--- src/rtl/dot_matrix_pkg.sv ---
// Shared geometry, types and FSM encoding for the 5x7 dot-matrix scan driver.
package dot_matrix_pkg;

  localparam int N_COLS = 5;
  localparam int N_ROWS = 7;
  localparam logic [4:0] COL_IDLE = 5'b11111;

  typedef logic [2:0] col_idx_t;
  typedef logic [6:0] row_bits_t;

  typedef enum logic [0:0] {
    IDLE    = 1'b0,
    PENDING = 1'b1
  } scan_state_t;

  // One-cold strobe pattern with the selected column pulled low.
  function automatic logic [4:0] col_strobe(input col_idx_t col);
    col_strobe = ~(5'b00001 << col);
  endfunction

endpackage

--- src/rtl/dot_matrix_scanner_scan_timer.sv ---
// Dwell counter and column index for the matrix scan; flags the blanking
// window at the start of each dwell and the last cycle of every frame.
module scan_timer
  import dot_matrix_pkg::*;
#(
  parameter int SCAN_DIV  = 300000,
  parameter int BLANK_CYC = 1000
) (
  input  logic     clk,
  input  logic     rst,
  output col_idx_t col_idx,
  output logic     blank,
  output logic     frame_end
);

  localparam int CNT_W = $clog2(SCAN_DIV);

  logic [CNT_W-1:0] cnt_r;
  col_idx_t         col_r;
  logic             dwell_end_s;

  assign dwell_end_s = (cnt_r == CNT_W'(SCAN_DIV - 1));
  assign col_idx     = col_r;
  assign blank       = (cnt_r < CNT_W'(BLANK_CYC));
  assign frame_end   = dwell_end_s && (col_r == 3'(N_COLS - 1));

  // Dwell counter wraps every SCAN_DIV cycles and steps the column 0..4.
  always_ff @(posedge clk or posedge rst) begin
    if (rst) begin
      cnt_r <= '0;
      col_r <= 3'd0;
    end else if (dwell_end_s) begin
      cnt_r <= '0;
      col_r <= (col_r == 3'(N_COLS - 1)) ? 3'd0 : col_r + 3'd1;
    end else begin
      cnt_r <= cnt_r + CNT_W'(1);
      col_r <= col_r;
    end
  end

endmodule

--- src/rtl/dot_matrix_scanner.sv ---
// Double-buffered 5x7 LED matrix scanner: back buffer is written through a
// valid/ready port and published to the displayed front buffer at frame end.
module dot_matrix_scanner
  import dot_matrix_pkg::*;
#(
  parameter int SCAN_DIV  = 300000,
  parameter int BLANK_CYC = 1000
) (
  input  logic       clk,
  input  logic       rst,
  input  logic       wr_valid,
  output logic       wr_ready,
  input  logic [2:0] wr_col,
  input  logic [6:0] wr_data,
  input  logic       frame_commit,
  output logic       swap_ack,
  output logic [6:0] a,
  output logic [4:0] colomn
);

  row_bits_t [N_COLS-1:0] back_r;
  row_bits_t [N_COLS-1:0] front_r;
  row_bits_t [N_COLS-1:0] back_next_s;
  scan_state_t            state_r;
  scan_state_t            state_next_s;
  logic                   wr_ready_r;
  logic                   swap_ack_r;
  row_bits_t              a_r;
  logic [4:0]             colomn_r;

  col_idx_t               col_idx_s;
  logic                   blank_s;
  logic                   frame_end_s;
  logic                   wr_acc_s;
  logic                   commit_acc_s;
  logic                   swap_s;

  scan_timer #(
    .SCAN_DIV  (SCAN_DIV),
    .BLANK_CYC (BLANK_CYC)
  ) u_scan_timer (
    .clk       (clk),
    .rst       (rst),
    .col_idx   (col_idx_s),
    .blank     (blank_s),
    .frame_end (frame_end_s)
  );

  assign wr_acc_s     = wr_valid && wr_ready_r;
  assign commit_acc_s = frame_commit && wr_ready_r;
  // A commit sampled on the boundary cycle publishes immediately.
  assign swap_s       = frame_end_s && ((state_r == PENDING) || commit_acc_s);

  // Next back-buffer contents; out-of-range columns are accepted and dropped.
  always_comb begin
    back_next_s = back_r;
    if (wr_acc_s && (wr_col < 3'(N_COLS))) begin
      back_next_s[wr_col] = wr_data;
    end else begin
      back_next_s = back_r;
    end
  end

  // Commit FSM: IDLE accepts traffic, PENDING stalls until the frame boundary.
  always_comb begin
    state_next_s = state_r;
    case (state_r)
      IDLE:    state_next_s = (commit_acc_s && !swap_s) ? PENDING : IDLE;
      PENDING: state_next_s = swap_s ? IDLE : PENDING;
      default: state_next_s = IDLE;
    endcase
  end

  // Buffers, FSM and handshake registers.
  always_ff @(posedge clk or posedge rst) begin
    if (rst) begin
      back_r     <= '0;
      front_r    <= '0;
      state_r    <= IDLE;
      wr_ready_r <= 1'b1;
      swap_ack_r <= 1'b0;
    end else begin
      back_r     <= back_next_s;
      front_r    <= swap_s ? back_next_s : front_r;
      state_r    <= state_next_s;
      // Ready stays low through the swap_ack cycle and returns one cycle later.
      wr_ready_r <= (state_r == IDLE) && !commit_acc_s && !swap_s;
      swap_ack_r <= swap_s;
    end
  end

  // Registered matrix drive, blanked at the start of every dwell.
  always_ff @(posedge clk or posedge rst) begin
    if (rst) begin
      a_r      <= 7'd0;
      colomn_r <= COL_IDLE;
    end else if (blank_s) begin
      a_r      <= 7'd0;
      colomn_r <= COL_IDLE;
    end else begin
      a_r      <= front_r[col_idx_s];
      colomn_r <= col_strobe(col_idx_s);
    end
  end

  assign wr_ready = wr_ready_r;
  assign swap_ack = swap_ack_r;
  assign a        = a_r;
  assign colomn   = colomn_r;

endmodule

--- config.mk ---
export PLATFORM = sky130hd
export DESIGN_NAME = dot_matrix_scanner
export DESIGN_NICKNAME = d
export VERILOG_FILES = /design/src/rtl/dot_matrix_pkg.sv /design/src/rtl/dot_matrix_scanner_scan_timer.sv /design/src/rtl/dot_matrix_scanner.sv
export SDC_FILE = /design/constraint.sdc
export NUM_CORES = 1
export LEC_CHECK = 0
export CAP_MARGIN = 10
export CELL_PAD_IN_SITES_DETAIL_PLACEMENT = 2
export CELL_PAD_IN_SITES_GLOBAL_PLACEMENT = 2
export CORE_MARGIN = 3
export CORE_UTILIZATION = 44
export CTS_BUF_LIST = sky130_fd_sc_hd__clkbuf_2
export CTS_CLUSTER_DIAMETER = 100
export DETAILED_ROUTE_END_ITERATION = 7
export PLACE_DENSITY = 0.91
export REMOVE_ABC_BUFFERS = 1
export SLEW_MARGIN = 0
export SYNTH_ARGS = -nofsm -noshare
export SYNTH_HDL_FRONTEND = slang
export SYNTH_HIERARCHICAL = 1
export SYNTH_SLANG_ARGS = --single-unit
--- constraint.sdc ---
create_clock -name clk -period 7.2 [get_ports clk]
set_input_delay 1.44 -clock clk [delete_from_list [all_inputs] [get_ports clk]]
set_output_delay 1.44 -clock clk [all_outputs]
set_load 0.005 [all_outputs]
# == Word level (Yosys, flattened, before mapping) ==
# Cells that the tools add are included.
# totals
ff_bits,107
latch_bits,0
ramBits,0
rom_bits,0
in_bits,14
output_inout_bits,14
elab_cells,54
mem_count,0
# classes
add_sub_neg,2
multipliers,0
div_mod_pow,0
magnitude_cmp,5
n_eq_ne,2
shifts,1
n_mux,13
bitwise,2
reduce_logical,12
# ops
operator,count
bitwise mux 35 bit,1
two-way mux 35 bit,1
binary-select mux 7 bit (select 3 bit),1
demux 7 bit (select 3 bit),1
two-way mux 7 bit,3
"adder 19 x 1 -> 19 bit, second input constant",1
"equality test 19 bit, second input constant",1
"< comparator 19 x 10 -> 1 bit, second input constant",1
two-way mux 19 bit,1
logical AND 1 bit,9
"< comparator 3 x 4 -> 1 bit, second input constant",2
two-way mux 5 bit,1
inverter 5 bit,1
"left shift 1 x 3 -> 5 bit, first input constant",1
"adder 3 x 1 -> 3 bit, second input constant",1
"equality test 3 bit, second input constant",1
"greater-or-equal comparator 3 x 1 -> 1 bit, second input constant",1
"< comparator 3 bit, second input constant",1
two-way mux 3 bit,1
logical NOT 1 bit,2
two-way mux 1 bit,2
case mux 1 bit (2 select lines),1
logical OR 1 bit,1
inverter 1 bit,1

# == Logic depth before layout (Yosys ltp) ==
# Gate-level depths: netlist of the first run.
# depth
ltp_word,7
depth_mapped,12
mapped_depth_nobuf,7

# == Hierarchy ==
# Netlist of the first run, hierarchy kept.
# by_module_without_submodules
module,n_inst,cells_each,area_per_inst_um2,seq_area_each_um2
dot_matrix_scanner,1,324,3644.7,2134.5
scan_timer,1,111,1147.4,550.5

# == Worst setup path after synthesis of the first run ==
# OpenSTA, ideal clock, no wires.
# synth_timing
path_kind,input port to flip-flop
from,in wr_col[1]
to,reg front_r[1] (netlist name)
setup_time_ns,0.079
t_arrival_ns,2.399
t_required_ns,7.121
slack_ns,4.722
path_stages,6
n_path_buf,3
path_cell_list,buf_6 -> or2_1 -> buf_6 -> buf_6 -> o311a_1 -> a2bb2oi_1
# synth_between
elab_chain_len,6
elab_cells_between_ends,9
cone_classes,3 x order compare; 4 x mux; 2 x reduce/logical
# synth_lines
element,line,source
from (decl),dot_matrix_scanner.sv:13,"input logic [2:0] wr_col,"
< comparator 3 x 4 -> 1 bit (implied by the code) or greater-or-equal comparator 3 x 1 -> 1 bit (tied branches),dot_matrix_scanner.sv:58,back_next_s[wr_col] = wr_data;
logical AND 1 bit (implied by the code),dot_matrix_scanner.sv:58,
two-way mux 7 bit (implied by the code),dot_matrix_scanner.sv:58,
demux 7 bit (select 3 bit),dot_matrix_scanner.sv:58,
bitwise mux 35 bit,dot_matrix_scanner.sv:58,
two-way mux 35 bit (*),dot_matrix_scanner.sv:57,if (wr_acc_s && (wr_col < 3'(N_COLS))) begin
to (signal assigned),dot_matrix_scanner.sv:84,front_r <= swap_s ? back_next_s : front_r;
to (decl),dot_matrix_scanner.sv:22,row_bits_t [N_COLS-1:0] front_r;
# Every way passes the cells marked *; elsewhere a longest branch is shown, timed or not.
# A chain may end at the register's enable or synchronous reset.

# == Final worst setup path of the first run ==
# layout_timing
from,reg u_scan_timer.cnt_r[0]
to,reg front_r[4] (netlist name)
# layout_between
elab_chain_len,3
# layout_lines
element,line,source
from (decl),dot_matrix_scanner_scan_timer.sv:18,logic [CNT_W-1:0] cnt_r;
from (signal assigned),dot_matrix_scanner_scan_timer.sv:36,cnt_r <= cnt_r + CNT_W'(1);
equality test 19 bit,dot_matrix_scanner_scan_timer.sv:22,assign dwell_end_s = (cnt_r == CNT_W'(SCAN_DIV - 1));
logical AND 1 bit,dot_matrix_scanner_scan_timer.sv:25,assign frame_end = dwell_end_s && (col_r == 3'(N_COLS - 1));
named net frame_end_s,dot_matrix_scanner.sv:33,logic frame_end_s;
logical AND 1 bit,dot_matrix_scanner.sv:52,assign swap_s = frame_end_s && ((state_r == PENDING) || commit_acc_s);
# The timed path passes the listed nets, and every way through them passes these cells.

==> results of run 1 <==
[routing by layer]
layer	share of wire [%]	vias up
met5	0	-
met4	2.0	0
met3	3.1	18
met2	50	61
met1	45	1863
li1	-	1598
[logic make-up after synthesis]
kind of cell	after synthesis	share of synthesized area, %
flops	107	56.03
xor+xnor	15	2.742
fa+ha+maj	3	0.7834
simple gates	126	14.73
buf+inv	48	5.561
compound gates	127	16.40
mux	9	3.760
[sequential cells by signal, summed over array words and instances, names as in the netlist]
signal / flops
state_r: 1
wr_ready: 1
u_scan_timer/col_idx: 3
back_r: 35
front_r: 35
colomn: 5
u_scan_timer/cnt_r: 19
a: 7
swap_ack: 1
[layout make-up]
| type | count | area [sq um] | share of cell area (%) |
|---|---|---|---|
| sequential | 107 | 2685 | 52.23 |
| multi-input combinational | 280 | 1841 | 35.80 |
| timing repair buffer | 31 | 300.3 | 5.841 |
| tap | 136 | 170.2 | 3.310 |
| clock buffer | 13 | 65.06 | 1.266 |
| inverter | 17 | 65.06 | 1.266 |
| clock inverter | 3 | 15.01 | 0.2920 |
[power by group through the flow]
stage | sequential (mW) | combinational [mW] | clock [mW]
2_1_floorplan | 0.661 | 0.0592 | 0
3_3_place_gp | 0.664 | 0.0890 | 0
3_5_place_dp | 0.669 | 0.101 | 0
4_1_cts | 0.659 | 0.102 | 0.253
5_1_grt | 0.664 | 0.114 | 0.279
6_report | 0.659 | 0.102 | 0.245
[placed cells by master (no fill, tap or decap), types with 8 or more instances in the layout]
cell,count
a21oi_1,29
a31oi_1,29
clkbuf_2,13
clkdlybuf4s50_1,27
dfrtp_1,101
inv_1,16
nand2_1,34
nand3_1,30
nor2_1,16
o21ai_0,41
or3_1,8
xnor2_1,9
[path summary, 6_finish.rpt]
check                                                 startpoint                          endpoint
worst max-delay path             u_scan_timer/cnt_r[0]$_DFF_PP0_            front_r[4]$_DFFE_PP0P_
worst min-delay path            u_scan_timer/cnt_r[13]$_DFF_PP0_  u_scan_timer/cnt_r[13]$_DFF_PP0_
worst max register to register   u_scan_timer/cnt_r[0]$_DFF_PP0_            front_r[4]$_DFFE_PP0P_
worst min register to register  u_scan_timer/cnt_r[13]$_DFF_PP0_  u_scan_timer/cnt_r[13]$_DFF_PP0_
max in group asynchronous                                    rst              back_r[21]$_DFF_PP0_
min in group asynchronous                                    rst   u_scan_timer/cnt_r[4]$_DFF_PP0_
[worst register-to-register path, cell delays in order (launching register included)]
cell and delay (ns):
dfrtp_1 0.48, ha_1 0.23, and4_1 0.50, nand2_4 0.10, nor3_4 0.58, and3_1 0.26
buf_4 0.40, and2_1 0.45, buf_4 0.41, a2bb2oi_1 0.25
==> results.py, run 1 <==
metrics = {
    "power": {
        "cellPowerDensity_nw_per_um2": 195.6,
        "p_leak_nw": 2.361,
        "switching_power_mw": 0.2850,
        "combinationalPowerShare_pct": 10.1,
        "p_sw_share_pct": 28.33,
        "peakVddDrop_mv": 0.1283,
        "p_clk_share_pct": 24.4,
        "seq_power_share_pct": 65.5,
        "fin_total_pwr_mw": 1.006,
        "internal-power_mw": 0.7207,
    },
    "worst_setup_path": {
        "worst-path-buf-inv": 2,
        "cp_slowest_cell": "nor3_4",
        "cp.required_ns": 7.74,
        "crit_path_max_fanout": 37,
        "max_stage_delay_ns": 0.58,
        "worstSetupPathType": "reg2reg",
        "reg2reg_setup_slack_ns": 3.46,
        "crit_arrival_ns": 4.28,
        "crit_chain": "ha_1, and4_1, nand2_4, nor3_4, and3_1, buf_4, and2_1, buf_4, a2bb2oi_1",
        "crit_family": "simple AND/OR/NAND/NOR gates",
        "cp_common_cell": "buf_4",
        "crit_path_end_kind": "register",
        "rr_worst_depth": 9,
        "worst_setup_path_start_kind": "register",
        "crit_cells": 9,
    },
    "floorplan": {
        "die-area_sq_um": 12180,
        "io_pins": 28,
        "core_area_sq_um": 10460,
        "initial_core_util_pct": 45.80,
        "die_h_microns": 110.4,
        "core.rowCount": 37,
        "die_w_microns": 110.4,
    },
    "clock_network": {
        "cts.repair.resized": 0,
        "hold_buffers": 0,
        "cts_buffer_depth": 2,
        "worstSkewPairLatency_ns": 0.62,
        "root_buffer": "clkbuf_2",
        "path_clk_slew_ns": 0.28,
        "cts.sinks": 107,
        "cts_setup_buffers": 0,
        "htreeDepth": 3,
        "cts_tree": "built",
        "cts_buffers": 9,
    },
    "final_layout": {
        "layout-drive-gt1-share_pct": 9.756,
        "final_core_util_pct": 49.14,
        "n_antenna_cell": 0,
        "areaGrowthSynthToFinish_pct": 7.285,
        "final_cell_count_no_fill": 587,
        "fillCellCount": 1090,
        "stdcell_area_sq_um": 5141,
        "nets": 463,
    },
    "routing": {
        "vias": 3540,
        "drc": 0,
        "vias_per_cell": 6.031,
        "wl_mm": 13.65,
        "routedWlPerCell_microns": 23.25,
        "ant_nets": 0,
        "drt_iter0_markers": 258,
        "drtPass1Iterations": 4,
    },
    "timing": {
        "worst_clock_skew_ns": 0.04328,
        "post-route-min-period_ns": 3.735,
        "period_share_pct": 51.88,
        "finalWorstSetupSlack_ns": 3.465,
        "rsz0062_at_grt": "false",
        "tns_ns": 0,
        "relSlewSlack_pct": 28.35,
        "worst_pin_slew_ns": 1.075,
        "whs_ns": 0.5242,
        "finalHoldViolCount": 0,
        "drv_slew": 0,
        "max_freq_mhz": 267.7,
        "setup_violations": 0,
    },
    "global_route": {
        "antenna_found_initial": 0,
        "use_met2_pct": 39.12,
        "grt_remaining_overflow": 0,
        "grt_usage_pct": 24.04,
        "busiest_layer": "met2",
        "grt_pass1_vias": 3870,
        "grt_use_met1_pct": 32.33,
        "grt_max_degree": 86,
        "grt_pass1_wl_mm": 21.99,
        "met3_usage_pct": 5.358,
    },
    "worst_hold_path": {
        "hold_path_depth": 1,
        "hp-class": "reg2reg",
    },
    "placed_design": {
        "place_ws_ns": 3.555,
        "numPortBuffers": 27,
        "dp_hpwl_mm": 9.286,
        "gp_congestion": 0.7814,
        "dp.cells": 571,
        "place_area_sq_um": 5061,
    },
    "synthesis": {
        "synth_seq_cells": 107,
        "synth_top_cell_by_area": "dfrtp_1",
        "synthCells": 435,
        "syn_area_sq_um": 4792,
        "synth_common_cells": "dfrtp_1, o21ai_0, nand2_1, nand3_1",
        "synth-edff-count": 0,
        "syn_avg_cell_area_sq_um": 11.02,
        "ys_async_sr_fraction_pct": 100.0,
        "yosysWarnings": 6,
        "synth.top_cell.area_share_pct": 52.74,
        "synth-main-ff-cell": "dfrtp_1",
        "yosysMostFrequentCell": "dfrtp_1",
        "synthDistinctLibCells": 51,
        "ys_seq_area_share_pct": 56.03,
        "synthTopCellsByArea": "dfrtp_1, o21ai_0, a31oi_1",
    },
    "run_status": {
        "status": "finished clean",
    },
    "job": {
        "drv_cap": 0,
    },
}
(Power assumes the default switching activity.)
==> inputs of run 2 (changes only) <==
Settings changed: CORE_UTILIZATION 44 to 41, PLACE_DENSITY 0.91 to 0.86.
Clock period 7.2 ns to 3.7 ns, I/O delays scaled along.
==> run 2 against run 1 <==
Routed wire length down 3.1%. First-iteration DRC count up 8.1%. Cell count up 1.0%. Combinational power up 90%. Largest cell class unchanged. Worst hold slack worse by 0.049 ns.
==> results.py, run 2 (same netlist as run 1, synthesis figures left out) <==
metrics = {
    "routing": {
        "routedWlPerCell_microns": 22.30,
        "met3WireLength_microns": 577,
        "drt_iter0_markers": 279,
        "met2_length_mm": 6.811,
        "topRoutingLayerUsed": "met4",
        "vias_per_cell": 5.995,
        "wl_mm": 13.22,
        "drtPass1Iterations": 4,
        "drc": 0,
        "vias": 3555,
        "wl_met1_mm": 5.625,
        "ant_nets": 0,
    },
    "floorplan": {
        "io_pins": 28,
        "initial_core_util_pct": 43.07,
        "die_w_microns": 114.1,
        "die_h_microns": 114.1,
        "die-area_sq_um": 13020,
        "core.rowCount": 38,
        "core_area_sq_um": 11130,
    },
    "worst_setup_path": {
        "cp.required_ns": 4.27,
        "crit_path_end_kind": "register",
        "crit_path_max_fanout": 28,
        "cp_common_cell": "buf_4",
        "worstSetupPathType": "reg2reg",
        "crit_arrival_ns": 3.48,
        "worst_setup_path_start_kind": "register",
        "crit_chain": "ha_1, and4_1, nand2_4, nor3_4, buf_4, and3_1, buf_4, a21oi_1, a31oi_1",
        "cp_slowest_cell": "dfrtp_1",
        "max_stage_delay_ns": 0.49,
    },
    "clock_network": {
        "hold_buffers": 0,
        "htreeDepth": 3,
        "cts_buffer_depth": 2,
        "root_buffer": "clkbuf_2",
        "cts_setup_buffers": 0,
        "path_clk_slew_ns": 0.28,
        "cts_buffers": 9,
        "cts.sinks": 107,
        "worstSkewPairLatency_ns": 0.63,
        "cts.repair.resized": 0,
        "cts_tree": "built",
    },
    "global_route": {
        "antenna_found_initial": 0,
        "grt_remaining_overflow": 0,
        "grt_pass1_vias": 4021,
        "grt_usage_pct": 22.11,
        "grt_pass1_wl_mm": 22.16,
        "grt_max_degree": 86,
    },
    "timing": {
        "post-route-min-period_ns": 2.909,
        "finalHoldViolCount": 0,
        "rsz0062_at_grt": "false",
        "tns_ns": 0,
        "drv_slew": 0,
        "max_freq_mhz": 343.7,
        "worst_clock_skew_ns": 0.03717,
        "finalWorstSetupSlack_ns": 0.7906,
        "setup_violations": 0,
        "relSlewSlack_pct": 42.35,
        "period_share_pct": 78.63,
        "worst_pin_slew_ns": 0.8637,
    },
    "power": {
        "seq_power_share_pct": 61.6,
        "peakVddDrop_mv": 0.2505,
        "p_sw_share_pct": 26.24,
        "switching_power_mw": 0.5439,
        "cellPowerDensity_nw_per_um2": 396.8,
        "combinationalPowerShare_pct": 9.4,
        "p_clk_share_pct": 29.1,
        "internal-power_mw": 1.529,
        "p_leak_nw": 2.396,
    },
    "final_layout": {
        "reg_top3": "back_r x35, front_r x35, u_scan_timer/cnt_r x19",
        "final_common_cell": "dfrtp_1",
        "n_antenna_cell": 0,
        "areaGrowthSynthToFinish_pct": 9.008,
        "layout-drive-gt1-share_pct": 10.15,
        "final_cell_mix": "dfrtp_1, o21ai_0, nand2_1",
        "nets": 465,
        "final_core_util_pct": 46.95,
    },
    "run_status": {
        "status": "finished clean",
    },
    "placed_design": {
        "place_ws_ns": 0.7339,
        "dp_hpwl_mm": 9.213,
        "numPortBuffers": 27,
        "gp_congestion": 0.7929,
    },
    "worst_hold_path": {
        "hp-class": "in2async",
    },
    "job": {
        "drv_cap": 0,
    },
}
## run 2: routing by layer
layer / global-route usage, % / up-vias
li1: - / 1603
met1: 27.50 / 1867
met2: 38.21 / 70
met3: 6.290 / 15
met4: 5.226 / 0
met5: 0 / -
## run 2: worst paths after layout
check / end / slack (ns) / from / cells after the start
worst max-delay path: front_r[18]$_DFFE_PP0P_ / 0.79 / u_scan_timer/cnt_r[0]$_DFF_PP0_ / 9
worst max register to register: front_r[18]$_DFFE_PP0P_ / 0.79 / u_scan_timer/cnt_r[0]$_DFF_PP0_ / 9
max in group asynchronous: u_scan_timer/cnt_r[8]$_DFF_PP0_ / 2.56 / rst / 2
worst min register to register: u_scan_timer/cnt_r[16]$_DFF_PP0_ / 0.52 / u_scan_timer/cnt_r[16]$_DFF_PP0_ / 1
worst min-delay path: back_r[19]$_DFF_PP0_ / 0.48 / rst / 3
min in group clk: u_scan_timer/cnt_r[16]$_DFF_PP0_ / 0.52 / u_scan_timer/cnt_r[16]$_DFF_PP0_ / 1
## run 2: area by class of cell
type / instances / area [sq um]
sequential: 107 / 2685
clock inverter: 6 / 80.08
fill: 1157 / 5902
inverter: 17 / 65.06
tap: 140 / 175.2
multi-input combinational: 280 / 1841
timing repair buffer: 33 / 327.8
clock buffer: 10 / 50.05
## run 2: stage by stage
step | instance area, sq um | total power [mW] | hold slack, ns | instances
floorplan | 4589 | 1.402 | 0.4570 | 404
global placement | 5094 | 1.468 | 0.4777 | 577
detailed placement | 5094 | 1.495 | 0.4984 | 577
CTS | 5224 | 2.106 | 0.4863 | 593
global route | 5224 | 2.187 | 0.4800 | 593
finish | 5224 | 2.073 | 0.4755 | 593
## run 2: power by group through the flow
stage	logic, mW	registers [mW]	clock network, mW
detailed placement	0.196	1.30	0
global placement	0.177	1.29	0
CTS	0.197	1.28	0.631
finish	0.194	1.28	0.602
global route	0.225	1.29	0.674
floorplan	0.115	1.29	0
## run 2: worst max-delay path, delay by kind of cell (launching register included)
kind	cells	cell delay (ns)
AO/OA/AOI/OAI	2	0.33
adder cells (fa/ha/maj)	1	0.24
buffers and inverters	2	0.63
flip-flops	1	0.49
AND/OR/NAND/NOR	4	1.16
